--- src/rtl/user_power_pkg.sv ---
// user_power_pkg: shared state encoding and constants for the user power sequencer
package user_power_pkg;
    typedef enum logic [1:0] {OFF = 2'd0, DEBOUNCE = 2'd1, SETTLE = 2'd2, ON = 2'd3} pwr_state_t;
    localparam int SYNC_STAGES = 2;
endpackage

--- src/rtl/power_domain_seq.sv ---
// power_domain_seq: synchronise, debounce and sequence one domain's power-present flag
module power_domain_seq
    import user_power_pkg::*;
#(
    parameter int DEBOUNCE_CYCLES = 16,
    parameter int SETTLE_CYCLES   = 8,
    parameter int CNT_W           = 8
) (
    input  logic       i_clk,
    input  logic       i_rst,
    input  logic       i_vdd,
    input  logic       i_ena,
    output logic       o_powergood,
    output logic       o_iena,
    output logic       o_fault_set,
    output pwr_state_t o_state
);
    // counter holds (cycles counted - 1) so a full 2**CNT_W window still fits in CNT_W bits
    localparam logic [CNT_W-1:0] DB_LAST = CNT_W'(DEBOUNCE_CYCLES - 1);
    localparam logic [CNT_W-1:0] ST_LAST = CNT_W'(SETTLE_CYCLES - 1);
    logic [SYNC_STAGES-1:0] r_sync;
    logic [CNT_W-1:0]       r_cnt, w_cnt_nxt, w_cnt_inc;
    pwr_state_t             r_state, w_state_nxt;
    logic                   w_sync;
    assign w_sync    = r_sync[SYNC_STAGES-1];
    assign w_cnt_inc = (r_cnt == '1) ? r_cnt : r_cnt + 1'b1;
    always_ff @(posedge i_clk) begin
        if (i_rst) begin
            r_sync  <= '0;
            r_state <= OFF;
            r_cnt   <= '0;
        end else begin
            r_sync  <= {r_sync[SYNC_STAGES-2:0], i_vdd};
            r_state <= w_state_nxt;
            r_cnt   <= w_cnt_nxt;
        end
    end
    always_comb begin
        w_state_nxt = r_state;
        w_cnt_nxt   = '0;
        case (r_state)
            OFF:      w_state_nxt = w_sync ? DEBOUNCE : OFF;
            DEBOUNCE: begin
                w_state_nxt = !w_sync ? OFF : (r_cnt == DB_LAST) ? SETTLE : DEBOUNCE;
                w_cnt_nxt   = (w_sync && r_cnt != DB_LAST) ? w_cnt_inc : '0;
            end
            SETTLE: begin
                w_state_nxt = !w_sync ? OFF : (r_cnt == ST_LAST) ? ON : SETTLE;
                w_cnt_nxt   = (w_sync && r_cnt != ST_LAST) ? w_cnt_inc : '0;
            end
            default:  w_state_nxt = w_sync ? ON : OFF;
        endcase
    end
    assign o_state     = r_state;
    assign o_powergood = (r_state == SETTLE) || (r_state == ON);
    assign o_iena      = (r_state == ON) && i_ena;
    assign o_fault_set = (r_state == ON) && !w_sync;
endmodule

--- src/rtl/user_power_sequencer.sv ---
// user_power_sequencer: per-domain power-good/interface-enable sequencing with sticky drop faults
module user_power_sequencer
    import user_power_pkg::*;
#(
    parameter int DEBOUNCE_CYCLES = 16,
    parameter int SETTLE_CYCLES   = 8,
    parameter int CNT_W           = 8
) (
    input  logic       wb_clk_i,
    input  logic       wb_rst_i,
    input  logic       mprj_vdd_logic1,
    input  logic       mprj2_vdd_logic1,
    input  logic       user_enable,
    input  logic       fault_clr,
    output logic       user1_powergood,
    output logic       user2_powergood,
    output logic       mprj_iena_wb,
    output logic       user2_iena,
    output logic [1:0] fault_sticky,
    output logic [3:0] seq_state
);
    logic       r_ena_q;
    logic [1:0] r_fault;
    logic [1:0] w_fault_set;
    pwr_state_t w_st1, w_st2;
    power_domain_seq #(.DEBOUNCE_CYCLES(DEBOUNCE_CYCLES), .SETTLE_CYCLES(SETTLE_CYCLES), .CNT_W(CNT_W)) u_dom1 (
        .i_clk(wb_clk_i), .i_rst(wb_rst_i), .i_vdd(mprj_vdd_logic1), .i_ena(r_ena_q),
        .o_powergood(user1_powergood), .o_iena(mprj_iena_wb), .o_fault_set(w_fault_set[0]), .o_state(w_st1)
    );
    power_domain_seq #(.DEBOUNCE_CYCLES(DEBOUNCE_CYCLES), .SETTLE_CYCLES(SETTLE_CYCLES), .CNT_W(CNT_W)) u_dom2 (
        .i_clk(wb_clk_i), .i_rst(wb_rst_i), .i_vdd(mprj2_vdd_logic1), .i_ena(r_ena_q),
        .o_powergood(user2_powergood), .o_iena(user2_iena), .o_fault_set(w_fault_set[1]), .o_state(w_st2)
    );
    // a new drop on the clearing edge must survive, so set is OR-ed in after the clear
    always_ff @(posedge wb_clk_i) begin
        if (wb_rst_i) begin
            r_ena_q <= 1'b0;
            r_fault <= '0;
        end else begin
            r_ena_q <= user_enable;
            r_fault <= (r_fault & ~{2{fault_clr}}) | w_fault_set;
        end
    end
    assign fault_sticky = r_fault;
    assign seq_state    = {w_st2, w_st1};
endmodule

--- config.mk ---
export PLATFORM = sky130hd
export DESIGN_NAME = user_power_sequencer
export DESIGN_NICKNAME = d
export VERILOG_FILES = /design/src/rtl/user_power_pkg.sv /design/src/rtl/power_domain_seq.sv /design/src/rtl/user_power_sequencer.sv
export SDC_FILE = /design/constraint.sdc
export NUM_CORES = 1
export LEC_CHECK = 0
export ABC_AREA = 1
export CAP_MARGIN = 20
export CORE_UTILIZATION = 55
export DETAILED_ROUTE_END_ITERATION = 16
export PLACE_DENSITY = 0.77
export SETUP_SLACK_MARGIN = 0.05
export SLEW_MARGIN = 5
export SYNTH_ARGS = -nofsm -noshare
export SYNTH_HDL_FRONTEND = slang
export SYNTH_SLANG_ARGS = --single-unit
--- constraint.sdc ---
create_clock -name wb_clk_i -period 1.6 [get_ports wb_clk_i]
set_input_delay 0.32 -clock wb_clk_i [delete_from_list [all_inputs] [get_ports wb_clk_i]]
set_output_delay 0.32 -clock wb_clk_i [all_outputs]
set_load 0.05 [all_outputs]
==> results.md <==
- Pin count of the biggest net entering global routing: 15
- Final Hold Fails: 0
- Xor and xnor area share after synthesis: 0.0186
- R2r worst-path depth: 7
- CP Data Required Time: approximately 1300 ps
- Final #Nets: around 250
- Simple-Gate Fraction of Synth Area: 0.326
- Vias/cell: approximately 5.1
- Main synth FF type: dfxtp_1
- Worst slew pin tran: roughly 240 ps
- DP Wirelength: between 2000 and 2500 um
- Internal power: around 0.80 mW
- # IOs: 16
- Pre-CTS setup slack: about 170 ps
- Yosys top cell by area: dfxtp_1
- Crit Path Class: register to primary output
- Critical Path Source Type: register
- GRT overflow: 0
- WL/cell: 11.0 um
- Adder-Cell Fraction of Synth Area: 0.0887
- #FFs+latches synth: 27
- Number of port buffers: 15
- Via Count: 1317
- Ys async rst share: 0
- Avg Cell Area, Syn: a little under 7 um2
- Worst Hold Depth: 2
- LEAKAGE: just under 0.8 nW
- CORE AREA: ~2300 um2
- Period utilization: 1.01
- Inserted Clock Buffers: 3
- Drt total wl: around 2900 um
- Hold Slack: approximately 420 ps
- Worst skew pair latency: 320 ps
- Vias in the first global route: 1166
- RD Place Congestion: 0.853
- Max Root-Sink Buffers: 2
- Sw power: between 0.2 and 0.25 mW
- Post-synthesis mux area share: 0
- Layout area overhead: 25.6%
- Comb power frac: 0.051
- CP arrival: 1300 ps
- Combinational family with the most area after synthesis: simple AND/OR/NAND/NOR gates
- Initial DRC count: 33
- Post-synthesis compound-gate area fraction: 0.0851
- RSZ-0062 raised after global routing: true
- Hold WC Path Type: register to register
- Initial antenna violation count: 0
- ANT nets after route: 0
- Post-synth EDFFs: 0
- Total Neg Setup Slack: -39.9 ps
- Synth Instances: 206
- Fin worst setup slack: -21.9 ps
- Max_cap viols: 0
- TritonCTS clock tree: built
- Post-synth net total: 222
- Seq pwr share: 0.665
- Peak VDD IR: ~370 uV
- Die area: about 2800 um2
- Post-synth top area share: 0.383
- Rel. slew slack: 0.841
- Mapped cell area: ~1400 um2
- CTS sink count: 27
- Final setup vio count: 2
- Htree depth: 1
- Die H: 52.7 um
- Ys Warns: 0
- Failing checks: negative setup slack
- Cell Rows: 17
- Multi-input gate area: ~800 um2
- CP Capture Type: primary output
- Global-route wire length before repair: ~4600 um
- Die W: between 50 and 60 um
- Clk network pwr share: 0.284
- Starting Density: 0.609
- Sequential standard cell area: roughly 560 um2
- GRT Total Usage: 0.230
- Root Buffer: clkbuf_4
- Top cells by area, synth: dfxtp_1, nand2_1, nor2_1
- Share of layout cells above drive strength 1: 0.190
- Post-synthesis cell type count: 22
- Fraction of the yosys area taken by sequential cells: 0.383
- Reg clk slew, reported paths: about 140 ps
- Final Critical Period: about 1600 ps
- Max Clk Rate: between 600 and 700 MHz
- Status: finished with violations
- # diodes: 0
- Cell Pwr Density: around 580 nW/um2
- Fillcell total: 170
- Setup Skew: 3.79 ps
- Max Slew Vio Count: 0
- Remaining DRCs: 0
- Switching power share of the total: 0.221
- Initial DRT Pass Iterations: 4
- CP max FO: 3
- CTS Hold Bufs: 0
==> worst paths after layout <==
path                     start                to  slack [ps]
max          u_dom1.o_state[0]   user1_powergood         -20
min           u_dom1.r_sync[0]  u_dom1.r_sync[1]         420
max reg2reg  u_dom1.o_state[0]   u_dom1.r_cnt[1]         220
min reg2reg   u_dom1.r_sync[0]  u_dom1.r_sync[1]         420
==> stage by stage <==
| step | cell area [um2] | std cells | util | power (mW) |
|---|---|---|---|---|
| finish | 1770 | 259 | 0.765 | 1.02 |
| global route | 1770 | 259 | 0.765 | 1.07 |
| CTS | 1750 | 258 | 0.756 | 1.04 |
| detailed placement | 1610 | 249 | 0.692 | 0.745 |
| global placement | 1610 | 249 | 0.692 | 0.743 |
| floorplan | 1420 | 206 | - | 0.724 |
==> cell families after synthesis <==
group / count (synthesis)
simple gates: 107
compound gates: 22
flops: 27
fa+ha+maj: 10
xor+xnor: 3
buf+inv: 37
==> registers in the layout, indices dropped and copies added, names as in the netlist <==
name and cells:
fault_sticky 2, r_ena_q 1, u_dom1.o_state 2, u_dom1.r_cnt 8
u_dom1.r_sync 2, u_dom2.o_state 2, u_dom2.r_cnt 8, u_dom2.r_sync 2
==> repair_timing <==
item	4_1_cts	5_1_grt
pin swaps	4	1
gates resized for setup	21	6
endpoints found under the setup margin	4	18
buffers inserted	5	1
hold endpoints to repair	0	0
==> placed cells by master, fill, tap and decap left out, types with 3 or more instances in the layout <==
cell type and count:
a21oi_1 10, dfxtp_4 4, inv_1 31, dfxtp_1 22
clkdlybuf4s50_1 5, buf_4 13, nand2_1 40, nand4_1 3
inv_2 3, nor2_1 38, nand3_1 15, ha_4 4
nand2_2 4, ha_1 6, o21ai_0 8, clkbuf_4 3
==> power by group through the flow <==
| stage | clock, mW | sequential, mW | combinational [mW] |
|---|---|---|---|
| finish | 0.291 | 0.681 | 0.0526 |
| floorplan | 0 | 0.705 | 0.0190 |
| global route | 0.330 | 0.682 | 0.0575 |
| detailed placement | 0 | 0.700 | 0.0446 |
| global placement | 0 | 0.700 | 0.0433 |
| CTS | 0.311 | 0.683 | 0.0503 |
==> final cells by class <==
type / instances / share of cell area
well taps: 28 / 0.0198
multi-input cells: 142 / 0.450
flip-flops and latches: 27 / 0.314
clock buffers: 4 / 0.0148
inverters: 36 / 0.0790
repair buffers: 22 / 0.123
==> layer usage <==
metal | GRT usage | vias to the layer above | wire, um
li1 | - | 689 | -
met1 | 0.270 | 586 | 1340
met2 | 0.401 | 34 | 1320
met3 | 0.0261 | 8 | 122
met4 | 0.123 | 0 | 70
met5 | 0 | - | 0
==> critical path: stages, from the launching register on <==
cell     delay, ps
dfxtp_4        410
inv_4           40
ha_4           150
or2_4          230
buf_8          150
==> cells in the mapped netlist, types with 2 or more instances <==
library cell	count
nor2_1	38
xor2_1	2
o21ai_0	8
or2_2	3
nand2_2	3
ha_1	10
nand2_1	41
a21oi_1	10
dfxtp_1	27
nand3_1	15
nand4_1	3
inv_1	35
o21bai_1	2
Power figures use the tool's default switching activity.
